File: config.mk
export PLATFORM = sky130hd
export DESIGN_NAME = reg_file_flat
export DESIGN_NICKNAME = d
export VERILOG_FILES = /design/src/rtl/reg_file_if.sv /design/src/rtl/reg_file.sv /design/src/flat_wrapper.sv
export SDC_FILE = /design/constraint.sdc
export NUM_CORES = 1
export LEC_CHECK = 0
export CELL_PAD_IN_SITES_DETAIL_PLACEMENT = 1
export CELL_PAD_IN_SITES_GLOBAL_PLACEMENT = 1
export CORE_ASPECT_RATIO = 0.6
export CORE_MARGIN = 2
export CORE_UTILIZATION = 41
export DETAILED_ROUTE_END_ITERATION = 8
export PLACE_DENSITY_LB_ADDON = 0.1
export SYNTH_ARGS = -nofsm -noshare
export SYNTH_HDL_FRONTEND = slang
export SYNTH_SLANG_ARGS = --single-unit
File: constraint.sdc
create_clock -name CLK -period 2.7 [get_ports CLK]
set_clock_uncertainty 0.1 [all_clocks]
set_input_delay 0.54 -clock CLK [delete_from_list [all_inputs] [get_ports CLK]]
set_output_delay 0.54 -clock CLK [all_outputs]
set_load 0.03 [all_outputs]
File: src/rtl/reg_file_if.sv
// Register file bus: write port (IN/INADDRESS/WRITE), two read address ports,
// registered read data (OUT1/OUT2) and per-entry written flags (WRITTEN).
// master: drives addresses/write data (datapath side); slave: the register file.
interface reg_file_if #(
    parameter int unsigned DATA_WIDTH = 8,
    parameter int unsigned ADDR_WIDTH = 3
);
    localparam int unsigned DEPTH = 1 << ADDR_WIDTH;

    logic [DATA_WIDTH-1:0] IN;
    logic [ADDR_WIDTH-1:0] INADDRESS;
    logic                  WRITE;
    logic [ADDR_WIDTH-1:0] OUT1ADDRESS;
    logic [ADDR_WIDTH-1:0] OUT2ADDRESS;
    logic [DATA_WIDTH-1:0] OUT1;
    logic [DATA_WIDTH-1:0] OUT2;
    logic [DEPTH-1:0]      WRITTEN;

    modport master (
        output IN, INADDRESS, WRITE, OUT1ADDRESS, OUT2ADDRESS,
        input  OUT1, OUT2, WRITTEN
    );

    modport slave (
        input  IN, INADDRESS, WRITE, OUT1ADDRESS, OUT2ADDRESS,
        output OUT1, OUT2, WRITTEN
    );
endinterface

File: src/rtl/reg_file.sv
// reg_file: 2^ADDR_WIDTH x DATA_WIDTH register file, one write port, two
// registered read ports with write-through bypass, per-entry written flags.
// Ports: CLK (rising edge), RESET (async, active high), bus (reg_file_if.slave).
module reg_file #(
    parameter int unsigned DATA_WIDTH = 8,
    parameter int unsigned ADDR_WIDTH = 3
) (
    input  logic       CLK,
    input  logic       RESET,
    reg_file_if.slave  bus
);
    localparam int unsigned DEPTH = 1 << ADDR_WIDTH;

    logic [DATA_WIDTH-1:0] regs_q [DEPTH];
    logic [DATA_WIDTH-1:0] regs_d [DEPTH];
    logic [DATA_WIDTH-1:0] out1_q, out1_d;
    logic [DATA_WIDTH-1:0] out2_q, out2_d;
    logic [DEPTH-1:0]      written_q, written_d;

    // Next state: apply the write, then read from the post-write view so a
    // same-cycle write to a read address is forwarded to the output.
    always_comb begin
        regs_d    = regs_q;
        written_d = written_q;
        if (bus.WRITE) begin
            regs_d[bus.INADDRESS]    = bus.IN;
            written_d[bus.INADDRESS] = 1'b1;
        end
        out1_d = regs_d[bus.OUT1ADDRESS];
        out2_d = regs_d[bus.OUT2ADDRESS];
    end

    // State and output registers; reset clears everything immediately.
    always_ff @(posedge CLK or posedge RESET) begin
        if (RESET) begin
            regs_q    <= '{default: '0};
            out1_q    <= '0;
            out2_q    <= '0;
            written_q <= '0;
        end else begin
            regs_q    <= regs_d;
            out1_q    <= out1_d;
            out2_q    <= out2_d;
            written_q <= written_d;
        end
    end

    assign bus.OUT1    = out1_q;
    assign bus.OUT2    = out2_q;
    assign bus.WRITTEN = written_q;
endmodule

File: src/flat_wrapper.sv
// flat-port wrapper written by rule: the top's interface ports become plain ports
module reg_file_flat 
#(
    parameter int unsigned DATA_WIDTH = 8,
    parameter int unsigned ADDR_WIDTH = 3
)
  (CLK, RESET, bus_IN, bus_INADDRESS, bus_WRITE, bus_OUT1ADDRESS, bus_OUT2ADDRESS, bus_OUT1, bus_OUT2, bus_WRITTEN);
  reg_file_if #(.DATA_WIDTH(DATA_WIDTH), .ADDR_WIDTH(ADDR_WIDTH)) bus_i ();
  input  logic CLK;
  input  logic RESET;
  input wire logic [$bits(bus_i.IN)-1:0] bus_IN;
  input wire logic [$bits(bus_i.INADDRESS)-1:0] bus_INADDRESS;
  input wire logic [$bits(bus_i.WRITE)-1:0] bus_WRITE;
  input wire logic [$bits(bus_i.OUT1ADDRESS)-1:0] bus_OUT1ADDRESS;
  input wire logic [$bits(bus_i.OUT2ADDRESS)-1:0] bus_OUT2ADDRESS;
  output wire logic [$bits(bus_i.OUT1)-1:0] bus_OUT1;
  output wire logic [$bits(bus_i.OUT2)-1:0] bus_OUT2;
  output wire logic [$bits(bus_i.WRITTEN)-1:0] bus_WRITTEN;
  assign bus_i.IN = bus_IN;
  assign bus_i.INADDRESS = bus_INADDRESS;
  assign bus_i.WRITE = bus_WRITE;
  assign bus_i.OUT1ADDRESS = bus_OUT1ADDRESS;
  assign bus_i.OUT2ADDRESS = bus_OUT2ADDRESS;
  assign bus_OUT1 = bus_i.OUT1;
  assign bus_OUT2 = bus_i.OUT2;
  assign bus_WRITTEN = bus_i.WRITTEN;
  reg_file #(.DATA_WIDTH(DATA_WIDTH), .ADDR_WIDTH(ADDR_WIDTH)) u_core (.CLK(CLK), .RESET(RESET), .bus(bus_i));
endmodule
==> impl_metrics.py, run 1 <==
metrics = {
    "pwr": {
        "p_int_mw": 2.77,
        "power_switching_mw": 1.32,
        "ir_drop_uv": 332,
        "pwr-share-clk": 0.319,
        "leakagePower_nw": 2.40,
        "p_seq_frac": 0.441,
        "p_comb_frac": 0.240,
        "p_sw_frac": 0.323,
        "fin_total_pwr_mw": 4.09,
        "cellPowerDensity_nw_per_um2": 678,
    },
    "global_routing": {
        "grt_antenna_before_repair": 0,
        "grt.overflow.total": 0,
        "grt_pass1_wl_um": 26600,
        "grt_max_degree": 36,
        "grt_pass1_vias": 4413,
        "grt_usage": 0.285,
    },
    "worst_setup_path": {
        "worst-endpoint-required_ns": 2.89,
        "end_kind": "register",
        "cp_max_fo": 10,
        "cp-start-kind": "input port",
        "slowest_delay_ns": 0.56,
        "worstPathArrival_ns": 2.73,
        "timing_worst_setup_path_type": "input port to register",
        "cp_slowest_cell": "nor3_2",
        "cp_cell_sequence": "clkdlybuf4s50_1 -> buf_12 -> xor2_2 -> nor3_2 -> a22oi_1 -> a31oi_1 -> and3_1",
    },
    "yosys": {
        "synthesis.area_um2": 4880,
        "synthFlopType": "dfrtp_1",
        "synthCells": 467,
        "yosysTopAreaCellShare": 0.451,
        "synth.avg_cell_area_um2": 10.4,
        "synth_area_leaders": "dfrtp_1, mux2_2, nand2_1",
        "synth_edf_count": 0,
        "synth_nets": 487,
        "ys_seq_area_frac": 0.451,
        "async_flop_share": 1.00,
        "synth_top_area_cell": "dfrtp_1",
        "yosysWarnings": 0,
        "yosys.cell_types.count": 42,
        "synth-seq-cells": 88,
    },
    "routing": {
        "ant_nets": 0,
        "vias_per_cell": 6.23,
        "route.detailed.drc": 0,
        "routed_wl_um": 17100,
        "vias": 4351,
        "drtIter0Drc": 379,
        "drt-wirelength-per-cell_um": 24.5,
        "first_pass_iters": 5,
    },
    "cells_and_area": {
        "antenna_cells": 0,
        "multiInputGateArea_um2": 2450,
        "final_common_cell": "dfrtp_1",
        "seqCellArea_um2": 2200,
        "final_nets": 553,
        "fin_area_um2": 6040,
        "final_cell_mix": "dfrtp_1, mux2_2, nand2_1",
        "area_growth_pct": 23.8,
        "n_fill_cell": 1269,
        "post_route_cells_drive_above_1_share": 0.312,
    },
    "clock_network": {
        "cts-root-buf": "clkbuf_16",
        "cts_sinks": 88,
        "clk_pin_slew_ns": 0.07,
        "cts.htree.levels": 3,
        "ctsResizeCount": 0,
        "cts_made_buffers": 9,
        "post_cts_buffers": 0,
        "ctsHoldBuffers": 0,
        "clk_path_buf_depth": 2,
        "cts_tree": "done",
        "clock_latency_ns": 0.35,
    },
    "placement": {
        "gp_congestion": 0.946,
        "io_buffers": 43,
        "place_area_um2": 5730,
        "dp_hpwl_um": 13000,
    },
    "timing": {
        "setup_viol": 0,
        "rsz0062_at_grt": "no",
        "hold_violations": 0,
        "final.min_clock_period_ns": 2.54,
        "tightestPinTransition_ns": 0.705,
        "fin_crit_sh": 0.939,
        "slew_violations": 0,
        "slew_headroom": 0.527,
        "max_freq_mhz": 394,
    },
    "die": {
        "start_util": 0.426,
        "core_um2": 11400,
        "ios": 44,
        "row_count": 30,
        "die_w_um": 145,
        "die_area_um2": 12800,
        "chipHeight_um": 88.5,
    },
    "flow_run": {
        "max-cap-violations": 0,
    },
    "outcome": {
        "outcome": "complete, no violations",
    },
    "min_path": {
        "min_path_type": "register to register",
    },
}
==> per-stage QoR <==
step	setup slack, ns	hold slack, ns	std cells	setup TNS, ns	util
after floorplan	0.817	0.402	467	0	-
after global placement	0.00125	0.349	682	0	0.501
after detailed placement	-0.0809	0.354	682	-0.112	0.501
after CTS	0.242	0.372	698	0	0.527
after global routing	0.154	0.386	698	0	0.527
final	0.164	0.368	698	0	0.527
==> sequential cells by signal, summed over array words and instances (netlist names) <==
register,count
u_core.bus.OUT2,8
u_core.bus.WRITTEN,8
u_core.regs_q,64
u_core.bus.OUT1,8
==> power groups by stage <==
stage	logic (mW)	registers (mW)	clock network [mW]
2_1_floorplan	0.537	1.83	0
3_3_place_gp	0.939	1.81	0
3_5_place_dp	0.968	1.82	0
4_1_cts	0.979	1.80	1.33
5_1_grt	1.06	1.83	1.37
6_report	0.981	1.81	1.31
==> logic make-up (layout without fill, tap and decap cells) <==
kind of cell	Yosys count	after routing	synth area share
simple gates	159	159	0.182
flops	88	88	0.451
compound gates	112	112	0.167
xor+xnor	2	2	0.00513
buf+inv	42	113	0.0472
mux	64	64	0.148
==> worst paths after layout <==
kind | from | to | slack, ns | depth (start not counted)
max in group asynchronous | RESET | u_core.regs_q[18] | 1.48 | 3
worst max register to register | u_core.regs_q[34] | u_core.bus.OUT2[2] | 1.24 | 4
min in group asynchronous | RESET | u_core.bus.WRITTEN[3] | 0.48 | 2
worst min register to register | u_core.bus.WRITTEN[5] | u_core.bus.WRITTEN[5] | 0.37 | 1
worst max-delay path | bus_INADDRESS[0] | u_core.bus.OUT2[2] | 0.16 | 7
worst min-delay path | u_core.bus.WRITTEN[5] | u_core.bus.WRITTEN[5] | 0.37 | 1
==> area by class of cell <==
class                      instances  area share
clock inverter                     7      0.0131
tap                              160      0.0332
inverter                           1     0.00124
clock buffer                       9      0.0373
sequential                        88       0.365
multi-input combinational        337       0.405
timing repair buffer              96       0.145
==> synthesized netlist by cell type, types with 4 or more instances <==
library cell and number:
dfrtp_1 88, mux2_2 64, nand2_1 59, a22oi_1 28
a31oi_1 25, clkbuf_1 18, a211oi_1 16, and3_1 16
nand3_1 16, nor3_1 14, o211ai_1 14, a31o_2 13
and2_1 10, buf_2 10, a21oi_1 8, nor2_1 8
nand2b_1 7, buf_6 6, a32oi_1 5, or2_2 5
buf_4 4, nor2_2 4, nor2b_1 4
==> worst max-delay path: cells and delay by family <==
family / cells / cell delay, ns
and+or+nand+nor: 2 / 0.78
buffers and inverters: 2 / 0.62
xor gates and xnor gates: 1 / 0.21
AOI/OAI and AO/OA: 2 / 0.56
==> routing by layer <==
layer / global-route usage / share of wire / up-vias
li1: - / - / 1873
met4: 0.0909 / 0.021 / 0
met1: 0.425 / 0.47 / 2262
met2: 0.424 / 0.44 / 182
met5: 0 / 0 / -
met3: 0.0498 / 0.068 / 34
Power figures use the tool's default switching activity.
==> run 2: changes to the inputs <==
--- a/config.mk
+++ b/config.mk
@@ -5,6 +5,7 @@
 export SDC_FILE = /design/constraint.sdc
 export NUM_CORES = 1
 export LEC_CHECK = 0
+export CAP_MARGIN = 20
 export CELL_PAD_IN_SITES_DETAIL_PLACEMENT = 1
 export CELL_PAD_IN_SITES_GLOBAL_PLACEMENT = 1
 export CORE_ASPECT_RATIO = 0.6
==> results of run 2 <==
Same layout as run 1: the final DEF is identical, and so are final timing and power.
